### src/rtl/p4_router_egr_demux.sv
// Egress demultiplexer for the P4 router pipeline.
// Beats arrive on one AXI-Stream input. The egress port is taken from in_tuser
// on the first beat of each packet, and every beat of that packet goes out on
// that port. Packets whose port ID is out of range are swallowed and counted.
// One shared output register carries each forwarded beat. Its data and keep are
// broadcast to all ports, and only the selected port sees tvalid and tlast.
module p4_router_egr_demux #(
  parameter int NUM_PORTS     = 4,
  parameter int DATA_BYTES    = 8,
  parameter int PORT_ID_WIDTH = 4
) (
  input  logic                       clk,
  input  logic                       areset,
  // pipeline side
  input  logic [DATA_BYTES*8-1:0]    in_tdata,
  input  logic [DATA_BYTES-1:0]      in_tkeep,
  input  logic                       in_tvalid,
  input  logic                       in_tlast,
  input  logic [PORT_ID_WIDTH-1:0]   in_tuser,
  output logic                       in_tready,
  // egress side
  output logic [DATA_BYTES*8-1:0]    out_tdata,
  output logic [DATA_BYTES-1:0]      out_tkeep,
  output logic [NUM_PORTS-1:0]       out_tvalid,
  output logic [NUM_PORTS-1:0]       out_tlast,
  input  logic [NUM_PORTS-1:0]       out_tready,
  // drop statistics
  output logic                       drop_pulse,
  output logic [15:0]                drop_count
);

  localparam int          ODST_W      = (NUM_PORTS > 1) ? $clog2(NUM_PORTS) : 1;
  localparam logic [31:0] NUM_PORTS_U = NUM_PORTS;

  typedef enum logic [1:0] {
    ST_SOF  = 2'd0,
    ST_FWD  = 2'd1,
    ST_DROP = 2'd2
  } state_t;

  state_t                    state_r;
  state_t                    state_next_s;
  logic [ODST_W-1:0]         dst_r;
  logic [ODST_W-1:0]         dst_next_s;

  // output register
  logic                      valid_r;
  logic                      last_r;
  logic [DATA_BYTES*8-1:0]   data_r;
  logic [DATA_BYTES-1:0]     keep_r;
  logic [ODST_W-1:0]         odst_r;

  logic                      drop_pulse_r;
  logic [15:0]               drop_count_r;

  logic                      ready_s;
  logic                      in_fire_s;
  logic                      tuser_ok_s;
  logic                      out_accept_s;
  logic                      load_s;
  logic [ODST_W-1:0]         load_dst_s;
  logic                      drop_event_s;

  // The port ID is widened before it is compared, so a full-width field still
  // compares correctly against NUM_PORTS.
  assign tuser_ok_s   = (32'(in_tuser) < NUM_PORTS_U);

  // Only the selected port's tready matters. The other ports are never looked at.
  assign out_accept_s = valid_r & out_tready[odst_r];

  // The ready signal depends only on registered state and the selected port's
  // tready, and never on in_tvalid. While a packet is being dropped, beats are
  // taken freely because nothing is written into the output register.
  assign ready_s   = !areset && ((state_r == ST_DROP) || !valid_r || out_tready[odst_r]);
  assign in_fire_s = in_tvalid && ready_s;
  assign in_tready = ready_s;

  // Packet framing state and latched destination
  always_ff @(posedge clk or posedge areset) begin
    if (areset) begin
      state_r <= ST_SOF;
      dst_r   <= '0;
    end else begin
      state_r <= state_next_s;
      dst_r   <= dst_next_s;
    end
  end

  // Next-state logic, load decision and drop detection
  always_comb begin
    state_next_s = state_r;
    dst_next_s   = dst_r;
    load_s       = 1'b0;
    load_dst_s   = dst_r;
    drop_event_s = 1'b0;
    case (state_r)
      ST_SOF: begin
        if (in_fire_s) begin
          if (tuser_ok_s) begin
            load_s       = 1'b1;
            load_dst_s   = in_tuser[ODST_W-1:0];
            dst_next_s   = in_tuser[ODST_W-1:0];
            state_next_s = in_tlast ? ST_SOF : ST_FWD;
          end else begin
            // A one-beat bad packet is dropped at once and never enters DROP.
            drop_event_s = in_tlast;
            state_next_s = in_tlast ? ST_SOF : ST_DROP;
          end
        end else begin
          state_next_s = ST_SOF;
        end
      end
      ST_FWD: begin
        if (in_fire_s) begin
          // in_tuser is ignored after the first beat.
          load_s       = 1'b1;
          load_dst_s   = dst_r;
          state_next_s = in_tlast ? ST_SOF : ST_FWD;
        end else begin
          state_next_s = ST_FWD;
        end
      end
      ST_DROP: begin
        if (in_fire_s) begin
          drop_event_s = in_tlast;
          state_next_s = in_tlast ? ST_SOF : ST_DROP;
        end else begin
          state_next_s = ST_DROP;
        end
      end
      default: begin
        state_next_s = ST_SOF;
      end
    endcase
  end

  // Shared output register. A new beat may replace one that is being accepted
  // in the same cycle, even if it goes to another port, so no bubble appears.
  always_ff @(posedge clk or posedge areset) begin
    if (areset) begin
      valid_r <= 1'b0;
      last_r  <= 1'b0;
      data_r  <= '0;
      keep_r  <= '0;
      odst_r  <= '0;
    end else if (load_s) begin
      valid_r <= 1'b1;
      last_r  <= in_tlast;
      data_r  <= in_tdata;
      keep_r  <= in_tkeep;
      odst_r  <= load_dst_s;
    end else if (out_accept_s) begin
      valid_r <= 1'b0;
    end
  end

  // Drop pulse one cycle after the bad packet's last beat, with a saturating count
  always_ff @(posedge clk or posedge areset) begin
    if (areset) begin
      drop_pulse_r <= 1'b0;
      drop_count_r <= 16'h0000;
    end else begin
      drop_pulse_r <= drop_event_s;
      if (drop_event_s && (drop_count_r != 16'hFFFF)) begin
        drop_count_r <= drop_count_r + 16'h0001;
      end
    end
  end

  // Decode the output register onto the per-port valid and last lines
  always_comb begin
    out_tvalid = '0;
    out_tlast  = '0;
    for (int i = 0; i < NUM_PORTS; i++) begin
      out_tvalid[i] = valid_r && (odst_r == ODST_W'(i));
      out_tlast[i]  = valid_r && last_r && (odst_r == ODST_W'(i));
    end
  end

  assign out_tdata  = data_r;
  assign out_tkeep  = keep_r;
  assign drop_pulse = drop_pulse_r;
  assign drop_count = drop_count_r;

endmodule
### config.mk
export PLATFORM = sky130hd
export DESIGN_NAME = p4_router_egr_demux
export DESIGN_NICKNAME = d
export VERILOG_FILES = /design/src/rtl/p4_router_egr_demux.sv
export SDC_FILE = /design/constraint.sdc
export NUM_CORES = 1
export LEC_CHECK = 0
export BUFFER_PORTS_ARGS = -buffer_cell sky130_fd_sc_hd__clkbuf_2
export CAP_MARGIN = 20
export CORE_MARGIN = 2
export CORE_UTILIZATION = 42
export DETAILED_ROUTE_END_ITERATION = 12
export PLACE_DENSITY = 0.79
export SETUP_SLACK_MARGIN = 0.3
export SYNTH_ARGS = -nofsm -noshare
export SYNTH_HDL_FRONTEND = slang
export SYNTH_SLANG_ARGS = --single-unit
### constraint.sdc
create_clock -name clk -period 2.47 [get_ports clk]
set_input_delay 0.1235 -clock clk [delete_from_list [all_inputs] [get_ports clk]]
set_output_delay 0.1235 -clock clk [all_outputs]
set_load 0.02 [all_outputs]
==> run summary, run 1 <==
status = completed
CP startpoint kind = flop
CORE AREA = 9280 sq um
syn_nets = 372
cell row count = 35
Nets = 647
Clock Tree Buf Depth = 2
Synth top area share = 0.600
vias in the first global route = 3637
most common cell after layout, fill and taps aside = clkbuf_2
register bit total from synthesis = 97
dominant synthesized flop cell = dfrtp_1
fmax = 457 MHz
Slew Viols, Final = 0
Crit-path slowest cell = dfrtp_2
critical path class = flop to flop
CP Capture Type = flop
first-pass GRT wire length = 17100 um
Final Cell Area = 6380 sq um
Root Buffer = clkbuf_8
Slew @ Worst Pin = 710 ps
layout cells sized above 1 = 0.554
hold crit path type = primary input to flop
Slew headroom = 0.526
commonest cells after routing, fill and taps aside = clkbuf_2 (181), dfrtp_1 (95), mux2_2 (76), dlygate4sd3_1 (74), xor2_1 (15)
number of synthesized flops with an enable pin = 0
grt total ovfl = 0
I/O Buffers = 181
Worst VDD drop = 0.541 mV
critical path's top delay family = multiplexers
crit path launch = odst_r[1]
TritonCTS Buffers = 9
Clk pin slew, worst setup/hold paths = 100 ps
Detailed Routing Iterations Pass 1 = 4
filler cell count = 668
dpl hpwl = 6950 um
asr flop ratio synth = 1.00
Data arrival, critical path = 2420 ps
IO Pins = 182
final hold violations = 0
register area = 2430 sq um
final worst path period share = 0.886
final setup violation count = 0
CP max FO = 10
PwrDens = 925 nW/um^2
Unique masters post-synth = 39
cell count after synthesis = 287
antenna-violating nets left = 0
RSZ-0062 raised after global routing = yes
CTS tree = yes
Leak = 0.00320 uW
initial antenna violation count = 0
fin crit period = 2190 ps
Layout Area Growth over Synthesis = 57.5%
area leader, netlist = dfrtp_1
RD Place Congestion = 0.840
Hold Crit Start = in_tkeep[2]
Critical Path RT = 2700 ps
height of the chip = 102 um
syn_area_per_cell = 14.1 sq um
Synth area leaders = dfrtp_1 (60%), mux2_2 (21%), xor2_1 (3.2%)
vias per std cell = 4.97
total number of yosys warnings = 0
Starting DRT DRC Count = 71
CTS sink count = 97
Chip Width = 102 um
CP cell instances = mux2_4 -> nor3_4 -> nor4_1 -> buf_4 -> o21ai_4 -> bufbuf_16 -> mux2_2
Max Cap Viol = 0
setup TNS = 0 ps
# DRC = 0
largest net degree at the start of global routing = 39
final clock skew = 15.8 ps
die area = 10400 sq um
worst skew pair latency = 350 ps
register area share after synthesis = 0.600
WP buf/inv = 2
Initial Util = 0.436
final wirelength = 11400 um
Multi-input gate area = 1580 sq um
H-tree levels = 3
placed inst area = 5150 sq um
via count = 3456
average wire per standard cell = 16.4 um
CP max stage delay = 460 ps
area of the mapped netlist = 4050 sq um
n_diodes = 0
Critical R2R Launch = odst_r[1]
All-Layer GR Usage = 0.212
==> per-stage QoR <==
step	util	power, uW	worst slack [ps]	cells	hold slack [ps]
final	0.687	5900	282	696	26.7
after global routing	0.687	6230	216	696	7.54
after CTS	0.673	5890	319	689	0.229
after detailed placement	0.555	4720	31.7	592	294
after global placement	0.555	4630	179	592	290
after floorplan	-	3870	337	287	215
==> power by group <==
part | leakage (uW) | internal, uW | switching, uW
registers | 0.00120 | 2180 | 378
logic | 0.00192 | 1020 | 1310
clock network | 0.0000889 | 471 | 549
total | 0.00320 | 3670 | 2230
==> metal layers <==
layer / track usage / up-vias / part of all wire
li1: - / 1566 / -
met4: 0.122 / 0 / 0.037
met3: 0.0472 / 35 / 0.066
met5: 0 / - / 0
met1: 0.237 / 1685 / 0.38
met2: 0.371 / 170 / 0.51
==> layout make-up <==
class / count / share of cell area
clock buffer: 10 / 0.0200
clock inverter: 6 / 0.0104
inverter: 4 / 0.00294
multi-input combinational: 172 / 0.248
sequential: 97 / 0.381
tap: 129 / 0.0253
timing repair buffer: 278 / 0.312
==> cells in the mapped netlist, types with 4 or more instances <==
cell	n
dfrtp_1	97
mux2_2	77
xor2_1	15
nand2_1	11
nor2_1	10
nor3_1	10
nand3_1	7
buf_2	5
nor3b_1	5
nor4_1	5
a21oi_1	4
buf_4	4
inv_1	4
nand4_1	4
==> kinds of logic (layout without fill, tap and decap cells) <==
family / Yosys count / after routing / synth area share
compound gates: 11 / 11 / 0.0182
xor+xnor: 15 / 15 / 0.0324
fa+ha+maj: 1 / 1 / 0.00309
buf+inv: 18 / 298 / 0.0284
flops: 97 / 97 / 0.600
mux: 78 / 78 / 0.217
simple gates: 67 / 67 / 0.102
==> registers in the layout (all words and copies together), names as in the netlist <==
signal,cells
valid_r,1
drop_pulse,1
state_r,2
last_r,1
drop_count,16
out_tkeep,8
dst_r,2
odst_r,2
out_tdata,64
==> timing repair <==
item | CTS | global route
pin swaps | 1 | 3
hold endpoints to repair | 99 | 2
cloned | 3 | 3
setup buffers | 6 | 2
hold buffers | 72 | 2
setup endpoints to repair | 75 | 67
gates resized for setup | 10 | 6
==> final timing paths <==
kind                             endpoint  slack (ps)  depth (start not counted)
max                          out_tkeep[0]         280                          7
min                          out_tkeep[2]          30                          2
max reg2reg                  out_tkeep[0]         280                          7
min reg2reg                drop_count[15]         510                          1
max in group asynchronous       odst_r[0]        1360                          4
min in group asynchronous      state_r[1]         490                          3
(Power assumes the default switching activity.)
==> run 2: changes to the inputs <==
- CORE_UTILIZATION: 42 -> 44
- PLACE_DENSITY: 0.79 -> 0.8
- RECOVER_POWER: default -> 50
- clock period: 2.47 -> 2.44 ns (I/O delays scaled with it)
==> run 2 against run 1 <==
Worst hold slack lost 12 ps. Combinational power down 7%. Design area is 6.4% lower. Sequential power barely moved. Fmax grew 3.0%. Non-clock buffer count fell by 17. Power shrank 3.6%. Critical path type unchanged. Largest cell class unchanged. Largest power group unchanged.
==> run summary, run 2 (synthesis gave the netlist of run 1 again) <==
status = completed
worst skew pair latency = 350 ps
Detailed Routing Iterations Pass 1 = 4
cell-internal power = 3430 uW
I/O Buffers = 181
final worst path period share = 0.871
dpl hpwl = 6360 um
vias per std cell = 5.03
Clock power frac = 0.168
Initial Util = 0.447
Critical Path RT = 2720 ps
filler cell count = 708
IO Pins = 182
average wire per standard cell = 16.2 um
Hold WS = 14.4 ps
CP max FO = 6
n_diodes = 0
die area = 9990 sq um
TritonCTS Buffers = 9
Clk pin slew, worst setup/hold paths = 100 ps
# DRC = 0
Sw Pwr = 2250 uW
cell row count = 35
setup TNS = 0 ps
CTS tree = yes
largest net degree at the start of global routing = 49
Max Cap Viol = 0
commonest cells after routing, fill and taps aside = dfrtp_1 (96), clkbuf_2 (96), clkbuf_1 (87), mux2_2 (77), dlygate4sd3_1 (64)
Crit-path slowest cell = or3_2
Chip Width = 99.9 um
Slew headroom = 0.317
initial antenna violation count = 0
Slew Viols, Final = 0
antenna-violating nets left = 0
Worst VDD drop = 0.555 mV
CORE AREA = 9060 sq um
Slew @ Worst Pin = 1020 ps
fin crit period = 2120 ps
RD Place Congestion = 0.827
CP max stage delay = 520 ps
CP Capture Type = flop
critical path class = flop to flop
Comb power frac = 0.379
PwrDens = 953 nW/um^2
H-tree levels = 3
first-pass GRT wire length = 15300 um
height of the chip = 99.9 um
Clock Tree Buf Depth = 2
final clock skew = 13.0 ps
hold crit path type = primary input to flop
CP cell instances = nor3_1 -> or4b_4 -> or3_2 -> nor4_1 -> xor2_1
via count = 3328
final hold violations = 0
fmax = 471 MHz
CP startpoint kind = flop
layout cells sized above 1 = 0.399
Nets = 631
Layout Area Growth over Synthesis = 47.4%
final wirelength = 10700 um
All-Layer GR Usage = 0.192
Leak = 0.00279 uW
vias in the first global route = 3279
switching share of power = 0.396
CTS sink count = 97
Largest register FFs = 64
Starting DRT DRC Count = 89
grt total ovfl = 0
Root Buffer = clkbuf_8
Seq pwr share = 0.453
Data arrival, critical path = 2410 ps
final setup violation count = 0
RSZ-0062 raised after global routing = yes
-- run 2: cell types whose count changed in the layout (fill, tap and decap cells not counted), moves of 2 or more --
| cell | change |
|---|---|
| nor4_1 | +2 |
| clkbuf_1 | +86 |
| buf_16 | -2 |
| dlygate4sd3_1 | -10 |
| buf_12 | -2 |
| buf_4 | -3 |
| clkbuf_2 | -85 |
-- run 2: metal layers --
layer,wire (um),vias up,part of all wire,track usage
met3,683,20,0.064,0.0599
met2,5540,131,0.52,0.338
met4,209,0,0.020,0.0790
li1,-,1538,-,-
met5,0,-,0,0
met1,4270,1639,0.40,0.216
-- run 2: final timing paths --
path                               start             end  slack [ps]  cells past startpoint
min reg2reg                drop_count[9]   drop_count[9]         500                      1
max                           state_r[1]  drop_count[15]         320                      5
min                         in_tdata[25]   out_tdata[25]          10                      2
max reg2reg                   state_r[1]  drop_count[15]         320                      5
max in group asynchronous         areset   out_tdata[15]         760                      4
min in group asynchronous         areset       odst_r[1]         350                      3
-- run 2: stage by stage --
stage | utilization | power, uW | worst slack (ps) | instances | instance area (sq um)
6_report | 0.658 | 5690 | 316 | 662 | 5970
5_1_grt | 0.658 | 6010 | 223 | 662 | 5970
4_1_cts | 0.650 | 5790 | 284 | 648 | 5900
3_5_place_dp | 0.562 | 4740 | 178 | 572 | 5100
3_3_place_gp | 0.562 | 4660 | 268 | 572 | 5100
2_1_floorplan | - | 3920 | 307 | 287 | 4050
-- run 2: timing repair --
action,4_1_cts,5_1_grt
cloned,0,5
pin swaps,0,5
gates resized for setup,4,5
hold buffers,60,4
endpoints found under the hold margin,67,4
setup endpoints to repair,77,78
buffers inserted,0,5
-- run 2: power by group through the flow --
stage                     registers, uW  clock network (uW)  logic, uW
after floorplan                    3230                   0        693
after global placement             2550                   0       2110
after detailed placement           2590                   0       2150
after CTS                          2570                 994       2230
after global routing               2650                1050       2300
final                              2580                 956       2150
-- run 2: area by class of cell --
class                      instances  area, sq um  share of cell area
sequential                        97         2430               0.407
timing repair buffer             261         1640               0.274
multi-input combinational        173         1570               0.263
tap                              111          139              0.0233
clock buffer                      10          128              0.0214
clock inverter                     6         51.3             0.00860
inverter                           4         16.3             0.00273
-- run 2: critical path: cells and delay by family (launching register included) --
kind             cells  cell delay [ps]
AND/OR/NAND/NOR      4             1460
flip-flops           1              430
XOR/XNOR             1              170
